## src/rtl/id_ex_pkg.sv

```systemverilog
// id_ex_pkg: shared definitions for the ID/EX pipeline register.
//   - CTRL bit positions inside the 8-bit decoded control bundle
//     {ALU_OP[1:0],BRANCH,MEM_TO_REG,ALU_SRC,MEM_WRITE,MEM_READ,REG_WRITE}
//   - ctrl_t packed view of the same bundle
//   - XZR_IDX: architectural zero register index
package id_ex_pkg;

  localparam int CTRL_W       = 8;
  localparam int REG_WRITE_B  = 0;
  localparam int MEM_READ_B   = 1;
  localparam int MEM_WRITE_B  = 2;
  localparam int ALU_SRC_B    = 3;
  localparam int MEM_TO_REG_B = 4;
  localparam int BRANCH_B     = 5;
  localparam int ALU_OP_LSB   = 6;
  localparam int XZR_IDX      = 31;

  typedef struct packed {
    logic [1:0] alu_op;
    logic       branch;
    logic       mem_to_reg;
    logic       alu_src;
    logic       mem_write;
    logic       mem_read;
    logic       reg_write;
  } ctrl_t;

endpackage

```

## src/rtl/id_ex_stage_load_use_detect.sv

```systemverilog
// load_use_detect: combinational load-use hazard detector.
// Ports:
//   id_valid, id_rn, id_rm   - instruction currently in ID and its sources
//   ex_valid, ex_mem_read,
//   ex_rd                    - load candidate currently held in EX
//   flush, rst               - suppress the stall (squash wins, reset drops it)
//   stall                    - freeze PC and IF/ID, insert a bubble into EX
module load_use_detect
  import id_ex_pkg::*;
#(
  parameter int REG_AW = 5
) (
  input  logic              id_valid,
  input  logic [REG_AW-1:0] id_rn,
  input  logic [REG_AW-1:0] id_rm,
  input  logic              ex_valid,
  input  logic              ex_mem_read,
  input  logic [REG_AW-1:0] ex_rd,
  input  logic              flush,
  input  logic              rst,
  output logic              stall
);

  logic ex_rd_real;
  logic src_match;

  // A load targeting XZR writes nothing, so nothing can depend on it.
  assign ex_rd_real = (ex_rd != REG_AW'(XZR_IDX));
  assign src_match  = (ex_rd == id_rn) || (ex_rd == id_rm);

  assign stall = id_valid && ex_valid && ex_mem_read && ex_rd_real &&
                 src_match && !flush && !rst;

endmodule

```

## src/rtl/id_ex_stage.sv

```systemverilog
// id_ex_stage: ID/EX pipeline register directly behind the register file.
// Captures bypassed register operands, immediate, PC, indices and control for
// EX; detects load-use hazards and stalls the front end for one cycle.
// Ports:
//   CLK, RESET (sync, active-high)
//   ID_*  : instruction in ID plus register-file read data
//   WB_*  : write-back port (same-cycle write is forwarded into capture)
//   FLUSH : taken branch, squash ID instruction
//   STALL : combinational hold request for PC and IF/ID
//   EX_*  : registered outputs for the EX stage
// Optional build macro ID_EX_STALL_CNT_EN adds STALL_COUNT[31:0], a saturating
// count of stalled cycles cleared by RESET.
module id_ex_stage #(
  parameter int DATA_W = 64,
  parameter int REG_AW = 5,
  parameter int CTRL_W = 8
) (
  input  logic              CLK,
  input  logic              RESET,
  input  logic              ID_VALID,
  input  logic [DATA_W-1:0] ID_PC,
  input  logic [REG_AW-1:0] ID_RN,
  input  logic [REG_AW-1:0] ID_RM,
  input  logic [REG_AW-1:0] ID_RD,
  input  logic [DATA_W-1:0] ID_DATA_A,
  input  logic [DATA_W-1:0] ID_DATA_B,
  input  logic [DATA_W-1:0] ID_IMM,
  input  logic [CTRL_W-1:0] ID_CTRL,
  input  logic              WB_REG_WRITE,
  input  logic [REG_AW-1:0] WB_RD,
  input  logic [DATA_W-1:0] WB_DATA,
  input  logic              FLUSH,
  output logic              STALL,
  output logic              EX_VALID,
  output logic [DATA_W-1:0] EX_PC,
  output logic [DATA_W-1:0] EX_DATA_A,
  output logic [DATA_W-1:0] EX_DATA_B,
  output logic [DATA_W-1:0] EX_IMM,
  output logic [REG_AW-1:0] EX_RN,
  output logic [REG_AW-1:0] EX_RM,
  output logic [REG_AW-1:0] EX_RD,
`ifdef ID_EX_STALL_CNT_EN
  output logic [31:0]       STALL_COUNT,
`endif
  output logic [CTRL_W-1:0] EX_CTRL
);

  import id_ex_pkg::*;

  logic [DATA_W-1:0] a_sel_p0;
  logic [DATA_W-1:0] b_sel_p0;
  logic              stall_p0;

  logic              vld_p1;
  logic [DATA_W-1:0] pc_p1;
  logic [DATA_W-1:0] data_a_p1;
  logic [DATA_W-1:0] data_b_p1;
  logic [DATA_W-1:0] imm_p1;
  logic [REG_AW-1:0] rn_p1;
  logic [REG_AW-1:0] rm_p1;
  logic [REG_AW-1:0] rd_p1;
  logic [CTRL_W-1:0] ctrl_p1;

  // ---- ID (p0): write-back bypass and hazard detection ----
  // The register file writes on the edge but reads asynchronously, so a write
  // landing this cycle must be forwarded here. XZR is never forwarded.
  assign a_sel_p0 = (WB_REG_WRITE && (WB_RD == ID_RN) && (ID_RN != REG_AW'(XZR_IDX)))
                    ? WB_DATA : ID_DATA_A;
  assign b_sel_p0 = (WB_REG_WRITE && (WB_RD == ID_RM) && (ID_RM != REG_AW'(XZR_IDX)))
                    ? WB_DATA : ID_DATA_B;

  load_use_detect #(.REG_AW(REG_AW)) u_load_use_detect (
    .id_valid    (ID_VALID),
    .id_rn       (ID_RN),
    .id_rm       (ID_RM),
    .ex_valid    (vld_p1),
    .ex_mem_read (ctrl_p1[MEM_READ_B]),
    .ex_rd       (rd_p1),
    .flush       (FLUSH),
    .rst         (RESET),
    .stall       (stall_p0)
  );

  assign STALL = stall_p0;

  // ---- ID -> EX (p1) register ----
  // A bubble clears valid and control only; operand fields are held, which
  // also means the bubble clears MEM_READ and limits a stall to one cycle.
  always_ff @(posedge CLK) begin
    if (RESET) begin
      vld_p1    <= 1'b0;
      ctrl_p1   <= '0;
      pc_p1     <= '0;
      data_a_p1 <= '0;
      data_b_p1 <= '0;
      imm_p1    <= '0;
      rn_p1     <= '0;
      rm_p1     <= '0;
      rd_p1     <= '0;
    end else if (FLUSH || stall_p0) begin
      vld_p1  <= 1'b0;
      ctrl_p1 <= '0;
    end else begin
      vld_p1    <= ID_VALID;
      ctrl_p1   <= ID_VALID ? ID_CTRL : '0;
      pc_p1     <= ID_PC;
      data_a_p1 <= a_sel_p0;
      data_b_p1 <= b_sel_p0;
      imm_p1    <= ID_IMM;
      rn_p1     <= ID_RN;
      rm_p1     <= ID_RM;
      rd_p1     <= ID_RD;
    end
  end

  assign EX_VALID  = vld_p1;
  assign EX_CTRL   = ctrl_p1;
  assign EX_PC     = pc_p1;
  assign EX_DATA_A = data_a_p1;
  assign EX_DATA_B = data_b_p1;
  assign EX_IMM    = imm_p1;
  assign EX_RN     = rn_p1;
  assign EX_RM     = rm_p1;
  assign EX_RD     = rd_p1;

`ifdef ID_EX_STALL_CNT_EN
  logic [31:0] stall_cnt_p1;

  function automatic logic [31:0] sat_inc32(input logic [31:0] v);
    return (v == 32'hFFFF_FFFF) ? v : v + 32'd1;
  endfunction

  // ---- stall counter (p1) ----
  always_ff @(posedge CLK) begin
    if (RESET) begin
      stall_cnt_p1 <= '0;
    end else if (stall_p0) begin
      stall_cnt_p1 <= sat_inc32(stall_cnt_p1);
    end
  end

  assign STALL_COUNT = stall_cnt_p1;
`endif

endmodule
```

## config.mk

```make
export PLATFORM = sky130hd
export DESIGN_NAME = id_ex_stage
export DESIGN_NICKNAME = d
export VERILOG_FILES = /design/src/rtl/id_ex_pkg.sv /design/src/rtl/id_ex_stage_load_use_detect.sv /design/src/rtl/id_ex_stage.sv
export SDC_FILE = /design/constraint.sdc
export NUM_CORES = 1
export LEC_CHECK = 0
export BUFFER_PORTS_ARGS = -buffer_cell sky130_fd_sc_hd__buf_4
export CAP_MARGIN = 20
export CORE_AREA = 5 5 244 246
export CTS_CLUSTER_DIAMETER = 150
export CTS_CLUSTER_SIZE = 10
export DETAILED_ROUTE_END_ITERATION = 10
export DIE_AREA = 0 0 249 251
export PLACE_DENSITY = 0.53
export SLEW_MARGIN = 10
export SYNTH_ARGS = -nofsm -noshare
export SYNTH_HDL_FRONTEND = slang
export SYNTH_SLANG_ARGS = --single-unit
```

## constraint.sdc

```tcl
create_clock -name CLK -period 4 [get_ports CLK]
set_input_delay 0.6 -clock CLK [delete_from_list [all_inputs] [get_ports CLK]]
set_output_delay 0.6 -clock CLK [all_outputs]
set_load 0.02 [all_outputs]
```

# Word-level counts from Yosys, hierarchy flattened
# Cells that the tools add are included.
# word_totals
reg_bits,280
inputBits,353
out_inout_bits,281
word_cells,35
# op_classes
n_eq_ne,7
mux,2
n_bitwise,1
reduce_logical,16
# op_table
op,n
two-way mux 64 bit,2
== test 5 bit,4
"!= test 5 bit, second input constant",3
logical AND 1 bit,10
OR reduction 3 bit,1
zero test 1 bit,2
logical OR 1 bit,2
OR reduction 2 bit,1
NOT 1 bit,1

# Longest topological paths before layout
# logic_depth
ltp_word,8
ltp_mapped,9
mapped_depth_nobuf,5

# Modules after synthesis
# Synthesis repeated with hierarchy kept, for this count alone.
# unflattened
hier_cells,1363
hier_area_um2,11981.5
# by_module_without_submodules
mod,n_inst,cells_each,area_each_um2,seq_area_each_um2
id_ex_stage,1,1343,11842.6,5605.4
load_use_detect,1,20,138.9,0.0

# Worst setup path after synthesis
# No wires, ideal clock.
# synth_path
kind,in2out
startpoint,input port RESET
endpoint,output port STALL
t_arrival_ns,1.923
t_required_ns,3.400
path_slack_ns,1.477
cell_stages,7
path_buffers,2
path_cell_list,buf_2 > nor3b_4 > nand3_2 > a31oi_4 > clkbuf_1 > nand2_1 > inv_1
# synth_via
elab_chain_len,2
# synth_lines
item,line,text
start: declaration,id_ex_stage.sv:19,"input logic RESET,"
zero test 1 bit,id_ex_stage_load_use_detect.sv:32,src_match && !flush && !rst;
logical AND 1 bit,id_ex_stage_load_use_detect.sv:32,
end: declaration,id_ex_stage.sv:33,"output logic STALL,"
# No other way between the ends.

# Worst setup path in the final report
# layout_path
startpoint,"register rd_p1[3], in the netlist EX_RD[3]"
endpoint,output port STALL
# layout_via
elab_chain_len,5
word_cells_on_any_way,8
classes_between,eq/ne (3); reduce/logical (5)
# layout_lines
item,line,text
start: declaration,id_ex_stage.sv:61,logic [REG_AW-1:0] rd_p1;
start signal: assignment,id_ex_stage.sv:99,rd_p1 <= '0;
start signal: assignment,id_ex_stage.sv:112,rd_p1 <= ID_RD;
!= test 5 bit or == test 5 bit (tied branches),"id_ex_stage_load_use_detect.sv:28, id_ex_stage_load_use_detect.sv:29",
logical AND 1 bit or logical OR 1 bit (tied branches),"id_ex_stage_load_use_detect.sv:31, id_ex_stage_load_use_detect.sv:29",
logical AND 1 bit (*),id_ex_stage_load_use_detect.sv:31,assign stall = id_valid && ex_valid && ex_mem_read && ex_rd_real &&
logical AND 1 bit (*) (2 in series),id_ex_stage_load_use_detect.sv:32,
# Mark *: on every way between the ends. The rest lies on a longest branch, timed or not.

==> impl_metrics.env <==
export IMPL_post_place_cells=2841
export IMPL_final_cell_mix="buf_4, nand2b_1, dfxtp_1, mux2i_1, inv_1"
export IMPL_antenna_found_initial=12
export IMPL_ys_ff_latch=280
export IMPL_clk_latency_ps=600
export IMPL_path_cells="xnor2_1 > nand3_1 > o22ai_4 > nand2_1 > buf_4 > inv_1 > buf_4"
export IMPL_grt_total_usage_pct=19.5
export IMPL_finalHoldViolCount=0
export IMPL_stdcell_area_um2=21100
export IMPL_p_per_area_nw_per_um2=350
export IMPL_cp_top_family="flip-flops"
export IMPL_clockRootBuffer="clkbuf_16"
export IMPL_status="completed"
export IMPL_ys_warn_count=0
export IMPL_fmax_mhz=323
export IMPL_hold_path_class="input port to flop"
export IMPL_dp_hpwl_mm=46.6
export IMPL_totalWireLength_mm=65.4
export IMPL_grt_max_degree=274
export IMPL_synth_cell_types=26
export IMPL_ir_drop_mv=0.278
export IMPL_cts_max_path_buffers=3
export IMPL_wire_per_inst_um=22.7
export IMPL_start_kind="flop"
export IMPL_grt_pass1_vias=14600
export IMPL_pin_count=634
export IMPL_core_area_um2=57100
export IMPL_syn_avg_cell_area_um2=9.28
export IMPL_p_leak_nw=8.62
export IMPL_cts_setup_buffers=0
export IMPL_max_cap_viol_count=0
export IMPL_via_per_inst=5.02
export IMPL_slowest_stage="dfxtp_1"
export IMPL_rsz0062_at_grt="false"
export IMPL_layout_drive_gt1_share_pct=34.1
export IMPL_syn2layout_area_growth_pct=41.7
export IMPL_fin_setup_tns_ps=0
export IMPL_critical_path_peak_fanout=10
export IMPL_cts_resized=0
export IMPL_synth_area_um2=14900
export IMPL_port_buffers=633
export IMPL_drt_pass1_iterations=5
export IMPL_synth_nets=1957
export IMPL_reg2reg_slack_ps=1380
export IMPL_grt_pass1_wl_mm=96.8
export IMPL_drv_slew=0
export IMPL_die_x_um=249
export IMPL_numCtsBuffers=31
export IMPL_dpl_cell_area_um2=20300
export IMPL_required_ps=3400
export IMPL_netlist_instances=1604
export IMPL_gr_total_overflow=0
export IMPL_cp_buffers_inverters=3
export IMPL_ctsHoldBuffers=0
export IMPL_rows=88
export IMPL_cp_common_cell="buf_4"
export IMPL_period_needed_ps=3090
export IMPL_clkSlewWorstSetupHoldPaths_ps=60
export IMPL_final_common_cell="buf_4"
export IMPL_drt_antenna_violating_nets=0
export IMPL_power_mw=7.38
export IMPL_nFillCells=5830
export IMPL_cts_max_level=1
export IMPL_instances_no_fill=2882
export IMPL_cts_tree="yes"
export IMPL_clock_sinks=280
export IMPL_cp_arrival_ps=2490
export IMPL_utilization_pct=36.9
export IMPL_drc=0
export IMPL_critPathKind="flop to output port"
export IMPL_drtIter0Drc=987
export IMPL_setup_worst_path_end_class="output port"
export IMPL_post_route_period_util_pct=77.3
export IMPL_finalSetupViolations=0
export IMPL_nets=2462
export IMPL_clock_skew_ps=19.4
export IMPL_routabilityCongestion=0.847
export IMPL_tightest_slew_ps=1240
export IMPL_vias=14500
export IMPL_die_h_um=251
export IMPL_die_area_um2=62500
export IMPL_initial_core_util_pct=26.0
export IMPL_ys_seq_area_share_pct=37.7
export IMPL_relSlewSlack_pct=17.0
export IMPL_slowest_delay_ps=650
## stage by stage
step | hold WS (ps) | setup WS (ps)
2_1_floorplan | 531 | 1480
3_3_place_gp | 444 | 973
3_5_place_dp | 446 | 923
4_1_cts | 196 | 774
5_1_grt | 206 | 672
6_report | 236 | 908
## layout make-up
| cell class | count | area [µm²] | share of cell area, % |
|---|---|---|---|
| multi-input cells | 992 | 8010 | 38.0 |
| flip-flops and latches | 280 | 5610 | 26.6 |
| repair buffers | 675 | 5230 | 24.8 |
| well taps | 765 | 957 | 4.54 |
| clock buffers | 31 | 776 | 3.68 |
| inverters | 129 | 484 | 2.29 |
| diodes | 9 | 22.5 | 0.107 |
| clock inverters | 1 | 20.0 | 0.0949 |
## state kept, by name, summed over array words and instances (netlist names)
name	count
EX_CTRL	8
EX_DATA_A	64
EX_DATA_B	64
EX_IMM	64
EX_PC	64
EX_RD	5
EX_RM	5
EX_RN	5
EX_VALID	1
## final timing paths
kind,to,cells after the start,from
max,STALL,7,EX_RD[3]$_SDFFE_PP0N_
min,EX_CTRL[4]$_SDFF_PP0_,2,ID_CTRL[4]
max reg2reg,EX_DATA_A[54]$_SDFFE_PP0N_,6,EX_RD[3]$_SDFFE_PP0N_
min reg2reg,EX_DATA_A[54]$_SDFFE_PP0N_,2,EX_DATA_A[54]$_SDFFE_PP0N_
## report_power, final
group | total (mW) | internal, mW | switching, mW
Clock | 2.53 | 1.36 | 1.18
Sequential | 3.09 | 2.98 | 0.111
Combinational | 1.76 | 0.786 | 0.975
Total | 7.38 | 5.12 | 2.26
## layer usage
layer / track usage (%) / part of all wire, %
met1: 23.9 / 41
met2: 33.3 / 49
met3: 4.88 / 6.5
met4: 6.97 / 3.6
met5: 0 / 0.052
## Yosys cell counts, drive strengths merged
cell type / n / share of area [%]
a2111oi: 128 / 7.5
a211oi: 128 / 6.5
a21o: 1 / 0.050
a21oi: 3 / 0.10
a31oi: 1 / 0.14
and2: 3 / 0.13
and3: 9 / 0.38
buf: 61 / 2.3
clkbuf: 142 / 3.6
dfxtp: 280 / 38
inv: 129 / 3.3
mux2i: 143 / 9.6
nand2: 5 / 0.13
nand2b: 286 / 12
nand3: 5 / 0.20
nand4: 2 / 0.084
nor2: 2 / 0.050
nor3b: 1 / 0.13
nor4b: 128 / 7.5
o22ai: 1 / 0.084
o31a: 128 / 7.5
xnor2: 18 / 1.1
## cell families (layout without fill, tap and decap cells)
family	Yosys count	count (layout)	synth area share [%]
compound gates	390	390	21.9
xor+xnor	18	18	1.06
simple gates	441	441	20.6
other cells	0	9	0
buf+inv	332	836	9.13
mux	143	143	9.62
flops	280	280	37.7
Power figures use the tool's default switching activity.
